===== config.mk =====
export PLATFORM = sky130hd
export DESIGN_NAME = poly_horner_seq
export DESIGN_NICKNAME = d
export VERILOG_FILES = /design/src/rtl/poly_horner_seq.sv
export SDC_FILE = /design/constraint.sdc
export NUM_CORES = 2
export LEC_CHECK = 0
export CORE_ASPECT_RATIO = 2
export CORE_UTILIZATION = 35
export DETAILED_ROUTE_END_ITERATION = 16
export PLACE_DENSITY = 0.57
export SLEW_MARGIN = 20
export SYNTH_ARGS = -nofsm -noshare
export SYNTH_HDL_FRONTEND = slang
export SYNTH_SLANG_ARGS = --single-unit
export TNS_END_PERCENT = 10

===== constraint.sdc =====
create_clock -name clk -period 10.8 [get_ports clk]
set_input_delay 2.16 -clock clk [delete_from_list [all_inputs] [get_ports clk]]
set_output_delay 2.16 -clock clk [all_outputs]
set_load 0.02 [all_outputs]

===== src/rtl/poly_horner_seq.sv =====
`default_nettype none
// ============================================================================
//  Module   : poly_horner_seq
//  Purpose  : Sequential polynomial evaluator. Computes
//             P(x) = sum c[i]*x^i by Horner's rule, one coefficient per
//             clock, on a single shared multiply-accumulate unit.
//  Ports    : clk          rising-edge clock
//             rst          asynchronous active-high reset
//             coeff_we     coefficient write enable (honoured only in IDLE)
//             coeff_addr   coefficient index (0 = constant term)
//             coeff_wdata  signed coefficient value
//             x            signed evaluation point, sampled on start accept
//             start        request an evaluation (ignored while busy)
//             busy         high whenever the FSM is not IDLE
//             done         one-cycle pulse; sum and ovf are valid
//             sum          signed result, held until the next done
//             ovf          an intermediate step overflowed signed SW range
//  Revision : 1.0  initial release
// ============================================================================
module poly_horner_seq #(
    parameter int DEGREE = 10,
    parameter int XW     = 16,
    parameter int CW     = 16,
    parameter int SW     = 32,
    parameter int AW     = 4
) (
    input  logic                 clk,
    input  logic                 rst,
    input  logic                 coeff_we,
    input  logic [AW-1:0]        coeff_addr,
    input  logic signed [CW-1:0] coeff_wdata,
    input  logic signed [XW-1:0] x,
    input  logic                 start,
    output logic                 busy,
    output logic                 done,
    output logic signed [SW-1:0] sum,
    output logic                 ovf
);

    // ------------------------------------------------------------------------
    // Constants
    // ------------------------------------------------------------------------
    localparam logic [1:0] c_st_idle = 2'd0;
    localparam logic [1:0] c_st_run  = 2'd1;
    localparam logic [1:0] c_st_done = 2'd2;

    localparam logic [AW-1:0] c_deg_addr = AW'(DEGREE);
    // First coefficient consumed in RUN; unused when DEGREE is zero.
    localparam logic [AW-1:0] c_idx_init = (DEGREE > 0) ? AW'(DEGREE - 1) : '0;

    // ------------------------------------------------------------------------
    // State
    // ------------------------------------------------------------------------
    logic [1:0]            r_state;
    logic [1:0]            w_state_nxt;

    logic signed [CW-1:0]  r_coeff [0:DEGREE];
    logic signed [XW-1:0]  r_x;
    logic signed [SW-1:0]  r_acc;
    logic [AW-1:0]         r_idx;
    logic signed [SW-1:0]  r_sum;
    logic                  r_ovf;
    // Overflow accumulated over the current run; published to ovf on done so
    // the visible flag keeps the previous result until then.
    logic                  r_ovf_run;

    // ------------------------------------------------------------------------
    // Multiply-accumulate datapath
    // ------------------------------------------------------------------------
    logic signed [SW+XW-1:0] w_prod_full;
    logic signed [SW-1:0]    w_prod;
    logic                    w_prod_ovf;
    logic signed [CW-1:0]    w_coef;
    logic signed [SW-1:0]    w_coef_ext;
    logic signed [SW-1:0]    w_top_ext;
    logic signed [SW-1:0]    w_mac;
    logic                    w_add_ovf;
    logic                    w_last;
    logic                    w_wr_ok;

    // Both operands are signed, so the multiply is evaluated exactly at the
    // full SW+XW width of the destination.
    assign w_prod_full = r_acc * r_x;
    assign w_prod      = w_prod_full[SW-1:0];
    // Exact product fits in SW bits only if the discarded high bits are a
    // pure sign extension of the kept result.
    assign w_prod_ovf  = (w_prod_full != {{XW{w_prod[SW-1]}}, w_prod});

    assign w_coef      = r_coeff[r_idx];
    assign w_coef_ext  = {{(SW-CW){w_coef[CW-1]}}, w_coef};
    assign w_top_ext   = {{(SW-CW){r_coeff[DEGREE][CW-1]}}, r_coeff[DEGREE]};

    assign w_mac       = w_prod + w_coef_ext;
    // Signed add overflow: operands share a sign that the result lacks.
    assign w_add_ovf   = (w_prod[SW-1] == w_coef_ext[SW-1]) &&
                         (w_mac[SW-1] != w_prod[SW-1]);

    assign w_last      = (r_idx == '0);
    assign w_wr_ok     = coeff_we && (coeff_addr <= c_deg_addr);

    // ------------------------------------------------------------------------
    // FSM state register
    // ------------------------------------------------------------------------
    always_ff @(posedge clk or posedge rst) begin
        if (rst) begin
            r_state <= c_st_idle;
        end else begin
            r_state <= w_state_nxt;
        end
    end

    // ------------------------------------------------------------------------
    // FSM next state and outputs
    // ------------------------------------------------------------------------
    always_comb begin
        w_state_nxt = r_state;
        busy        = 1'b1;
        done        = 1'b0;
        case (r_state)
            c_st_idle: begin
                busy = 1'b0;
                if (start) begin
                    // A degree-zero polynomial needs no MAC steps.
                    w_state_nxt = (DEGREE == 0) ? c_st_done : c_st_run;
                end
            end
            c_st_run: begin
                if (w_last) begin
                    w_state_nxt = c_st_done;
                end
            end
            c_st_done: begin
                done        = 1'b1;
                w_state_nxt = c_st_idle;
            end
            default: begin
                busy        = 1'b0;
                w_state_nxt = c_st_idle;
            end
        endcase
    end

    // ------------------------------------------------------------------------
    // Datapath and coefficient register file
    // ------------------------------------------------------------------------
    always_ff @(posedge clk or posedge rst) begin
        if (rst) begin
            for (int i = 0; i <= DEGREE; i++) begin
                r_coeff[i] <= '0;
            end
            r_x       <= '0;
            r_acc     <= '0;
            r_idx     <= '0;
            r_sum     <= '0;
            r_ovf     <= 1'b0;
            r_ovf_run <= 1'b0;
        end else begin
            case (r_state)
                c_st_idle: begin
                    if (start) begin
                        // Start takes priority; a simultaneous write is dropped.
                        r_x       <= x;
                        r_acc     <= w_top_ext;
                        r_idx     <= c_idx_init;
                        r_ovf_run <= 1'b0;
                        if (DEGREE == 0) begin
                            r_sum <= w_top_ext;
                            r_ovf <= 1'b0;
                        end
                    end else if (w_wr_ok) begin
                        r_coeff[coeff_addr] <= coeff_wdata;
                    end
                end
                c_st_run: begin
                    r_acc     <= w_mac;
                    r_ovf_run <= r_ovf_run | w_prod_ovf | w_add_ovf;
                    if (w_last) begin
                        r_sum <= w_mac;
                        r_ovf <= r_ovf_run | w_prod_ovf | w_add_ovf;
                    end else begin
                        r_idx <= r_idx - 1'b1;
                    end
                end
                default: begin
                end
            endcase
        end
    end

    assign sum = r_sum;
    assign ovf = r_ovf;

endmodule
`default_nettype wire


# Word-level counts from Yosys, hierarchy flattened

Cells that the tools add are included.

Logic and storage cells: 69
Register bits after elaboration: 264
Output and inout bits: 35

Multiply operators: 1
Reduce and logical (&&, ||, !) cells: 13
Magnitude comparators: 4
Bitwise gates (word level): 5
Add/sub/neg operators: 2
Mux-type cells: 18
Eq/ne operators: 8

Operators by type and width:

| kind                                                | count |
|---|---|
| bitwise mux 176 bit                                 | 1 |
| binary-select mux 16 bit (select 4 bit)             | 1 |
| demux 16 bit (select 4 bit)                         | 1 |
| one-hot mux 32 bit (2 select lines)                 | 1 |
| multiplier 32 x 16 -> 48 bit                        | 1 |
| two-way mux 16 bit                                  | 3 |
| adder 32 x 16 -> 32 bit                             | 1 |
| two-way mux 32 bit                                  | 1 |
| inequality test 16 bit                              | 1 |
| >= comparator 5 bit (second input constant)         | 2 |
| NOT 4 -> 5 bit                                      | 2 |
| two-way mux 4 bit                                   | 2 |
| one-hot mux 4 bit (2 select lines)                  | 1 |
| AND reduction 2 bit                                 | 4 |
| inequality test 2 bit (second input constant)       | 3 |
| AND reduction 3 bit                                 | 2 |
| < comparator 5 x 1 -> 1 bit (second input constant) | 1 |
| <= comparator 4 bit (second input constant)         | 1 |
| zero test 4 bit                                     | 1 |
| two-way mux 2 bit                                   | 2 |
| one-hot mux 2 bit (2 select lines)                  | 1 |
| subtractor 4 x 1 -> 4 bit (second input constant)   | 1 |
| logical AND 1 bit                                   | 3 |
| two-way mux 1 bit                                   | 3 |
| 10 further kinds                                    | 11 |

# Depth between registers and ports, before layout

Depth after elaboration: 9
Gate-level depth with buffers: 34
Gate-level depth less buffers: 32

# Least setup slack after synthesis

Ideal clock, no wire load.

Kind: reg2reg
Start point: reg r_acc[11]
End point: reg r_acc[28]
Data required time: 10.672 ns
Library setup time: 0.128 ns
Stages on the path, launching flop included: 31
Slack: 3.279 ns
Arrival time: 7.392 ns
Buffers on the path: 2
Cells stage by stage: dfrtp_1 > clkbuf_1 > nand2_1 > fa_1 > fa_1 > fa_1 > inv_1 > fa_1 > fa_1 > inv_1 > fa_1 > inv_1 > ha_1 > clkbuf_1 > nand4_1 > or3_1 > a211oi_2 > nor2_1 > nand2_1 > xor2_1 > ha_1 > a21o_1 > a21o_1 > a21o_1 > a211oi_1 > o31ai_1 > a31oi_1 > o21ai_0 > a31oi_1 > xor2_1 > o21ai_0

Cells in the longest elaborated chain, start to end: 3

Ends and longest elaborated chain:

| element                             | RTL line | RTL |
|---|---|---|
| start, declared                     | 59       | `logic signed [SW-1:0] r_acc;` |
| start signal, assigned              | 163      | `r_acc <= w_top_ext;` |
| start signal, assigned              | 175      | `r_acc <= w_mac;` |
| multiplier 32 x 16 -> 48 bit        | 83       | `assign w_prod_full = r_acc * r_x;` |
| adder 32 x 16 -> 32 bit             | 93       | `assign w_mac = w_prod + w_coef_ext;` |
| one-hot mux 32 bit (2 select lines) | 158      | `case (r_state)` |

No other way between the ends.
A chain may end at the register's enable or synchronous reset.

# Worst setup path in the final report

Start point: reg r_x[2]
End point: reg r_ovf (netlist: ovf)

Cells in the longest elaborated chain, start to end: 5

Ends and longest elaborated chain:

| element                        | RTL line | RTL |
|---|---|---|
| start, declared                | 58       | `logic signed [XW-1:0] r_x;` |
| start signal, assigned         | 151      | `r_x <= '0;` |
| start signal, assigned         | 162      | `r_x <= x;` |
| multiplier 32 x 16 -> 48 bit * | 83       |  |
| adder 32 x 16 -> 32 bit        | 93       |  |
| inequality test 1 bit          | 96       | `(w_mac[SW-1] != w_prod[SW-1]);` |
| logical AND 1 bit              | 95       | `assign w_add_ovf = (w_prod[SW-1] == w_coef_ext[SW-1]) &&` |
| bitwise OR 1 bit *             | 179      | `r_ovf <= r_ovf_run \| w_prod_ovf \| w_add_ovf;` |
| end signal, assigned           | 179      |  |
| end, declared                  | 62       | `logic r_ovf;` |

Every way passes the cells marked *; elsewhere a longest branch is shown, timed or not.

==> metrics.yaml <==
status: "completed"
wl_met3_mm: 2.51
cpPeakStageDelay_ps: 830
die_w_um: 215
grt_pass1_wl_mm: 139
hp-start: "r_coeff[62]"
cts_buffer_depth: 3
grt_start_max_net_pins: 175
cp.required_ps: 11230
dieArea_um2: 91700
drt_iter0_drc: 1108
setup_tns_ps: 0
gr-total-overflow: 0
drc_errors: 0
dpl.cell_count: 4338
critPathLaunch: "r_x[2]"
clock_sinks: 264
min_period_over_period_pct: 80.2
fp.dieH_um: 427
routed-wl-met2_mm: 48.4
cp.buffers_inverters: 6
rsz0062_at_grt: "no"
finalSetupViolations: 0
skew_ps: 37.7
post_cts_buffers: 0
arrival_ps: 9090
synth_edf_count: 0
critPathMaxFanout: 20
ios: 75
drt-met1-wl_mm: 30.9
hold_viol: 0
synth-seq-cells: 264
vias_per_cell: 5.10
area_delta_synth_final_pct: 8.40
cts.reportedPaths.clkPinSlew_ps: 80
drv_slew: 0
syn_area_per_cell_um2: 9.83
cp_top_family: "adder cells"
drive_gt1_share_pct: 10.5
drt.antenna.violating_nets: 0
wl_per_cell_um: 19.6
tritoncts: "yes"
grt_pass1_vias: 24700
syn-num-nets: 3894
ys_warn_count: 0
clk_latency_ps: 580
ys_seq_area_share_pct: 20.9
start_kind: "register"
synth_ff_type: "dfrtp_1"
r2r_start: "r_x[2]"
synthCells: 3217
crit_type: "reg2reg"
place_congestion: 0.979
port-buffer-count: 74
tightest_slew_ps: 1060
crit_top_cell: "fa_1"
nNetsFinal: 3867
yosysTopAreaCell: "fa_1"
dp_hpwl_mm: 69.1
antenna_found_initial: 1
slew_headroom_pct: 29.3
antenna_cells: 0
hp-class: "reg2reg"
num_vias: 22400
cts_root_buf: "clkbuf_16"
max_freq_ghz: 0.116
endpoint_kind: "register"
htree_levels: 1
synth_area_um2: 31600
synth.area.top_cells: "fa_1 31%, dfrtp_1 21%, mux2_2 7.4%"
maxCapViolations: 0
start_util_pct: 35.4
grt_usage_pct: 19.4
core_area_um2: 89400
wirelength_mm: 85.9
async_flop_share_pct: 100
rows: 155
crit_slowest_cell: "o31ai_1"
synth_top_area_share_pct: 30.8
post_cts_resized: 0
firstDrtPassIters: 5
instances_no_fill: 4385
post-route-min-period_ps: 8660
top_layer_used: "met4"
yosysUniqueCellTypes: 76
cts_made_buffers: 27
hold_buffers: 0
## layer usage
layer  GRT usage (%)  up-vias
li1                -    10000
met1            20.7    11600
met2            38.5      487
met3            1.56      199
met4            8.62        0
met5               0        -
## through the flow
stage	util, %	hold slack, ps	setup slack (ps)	cell area, um2
3_5_place_dp	37.4	488	2160	33400
4_1_cts	38.4	502	2120	34300
3_3_place_gp	37.4	482	2200	33400
2_1_floorplan	-	474	1370	31600
6_report	38.4	499	2140	34300
5_1_grt	38.4	510	1670	34300
## Yosys cell counts (all sizes together), types with 12 or more instances
cell and n:
inv 590, a21o 33, dfrtp 264, xor2 26, mux4 32, mux2i 34, nand4 16, buf 13
o21a 14, mux2 207, a31oi 12, nor2 77, xnor2 50, nand2b 17, and2 248, nor3 26
clkbuf 149, fa 487, o211ai 25, o21ai 137, nand3 14, nand2 379, ha 150, a21oi 104
## cells by family (layout without fill, tap and decap cells)
family / Yosys count / in the layout / synth area share (%)
AND/OR/NAND/NOR: 821 / 821 / 12.6
multiplexers: 273 / 273 / 10.7
adder cells (fa/ha/maj): 637 / 637 / 36.7
flip-flops: 264 / 264 / 20.9
buffers and inverters: 755 / 746 / 9.32
AO/OA/AOI/OAI: 391 / 391 / 7.66
XOR/XNOR: 76 / 76 / 2.10
## registers in the layout (all words and copies together), names as in the netlist
signal     flops
r_coeff      176
r_acc         32
sum           32
r_x           16
r_idx          4
r_state        2
ovf            1
r_ovf_run      1
## worst paths after layout
kind                               end  slack, ps  cells past startpoint
max                                ovf       2140                     29
min                        r_coeff[62]        500                      1
max reg2reg                        ovf       2140                     29
min reg2reg                r_coeff[62]        500                      1
max in group asynchronous     r_idx[1]       7140                      3
min in group asynchronous       r_x[2]       2080                      2
## layout by cell type (no fill, tap or decap), drive strengths merged, types with 77 or more instances in the layout
cell	synthesis	layout
a21oi	104	104
nand2	379	379
inv	590	594
mux2	207	207
nor2	77	77
dfrtp	264	264
o21ai	137	137
ha	150	150
and2	248	248
fa	487	487
## final cells by class
cell class / instances / area (um2)
multi-input cells: 2198 / 22100
flip-flops and latches: 264 / 6610
clock buffers: 37 / 753
clock inverters: 10 / 118
repair buffers: 108 / 1010
fillers: 8962 / 55100
inverters: 591 / 2230
well taps: 1177 / 1470
Power is not shown: default switching activity piles up to over one toggle a cycle in this logic, so the estimate is an artifact.
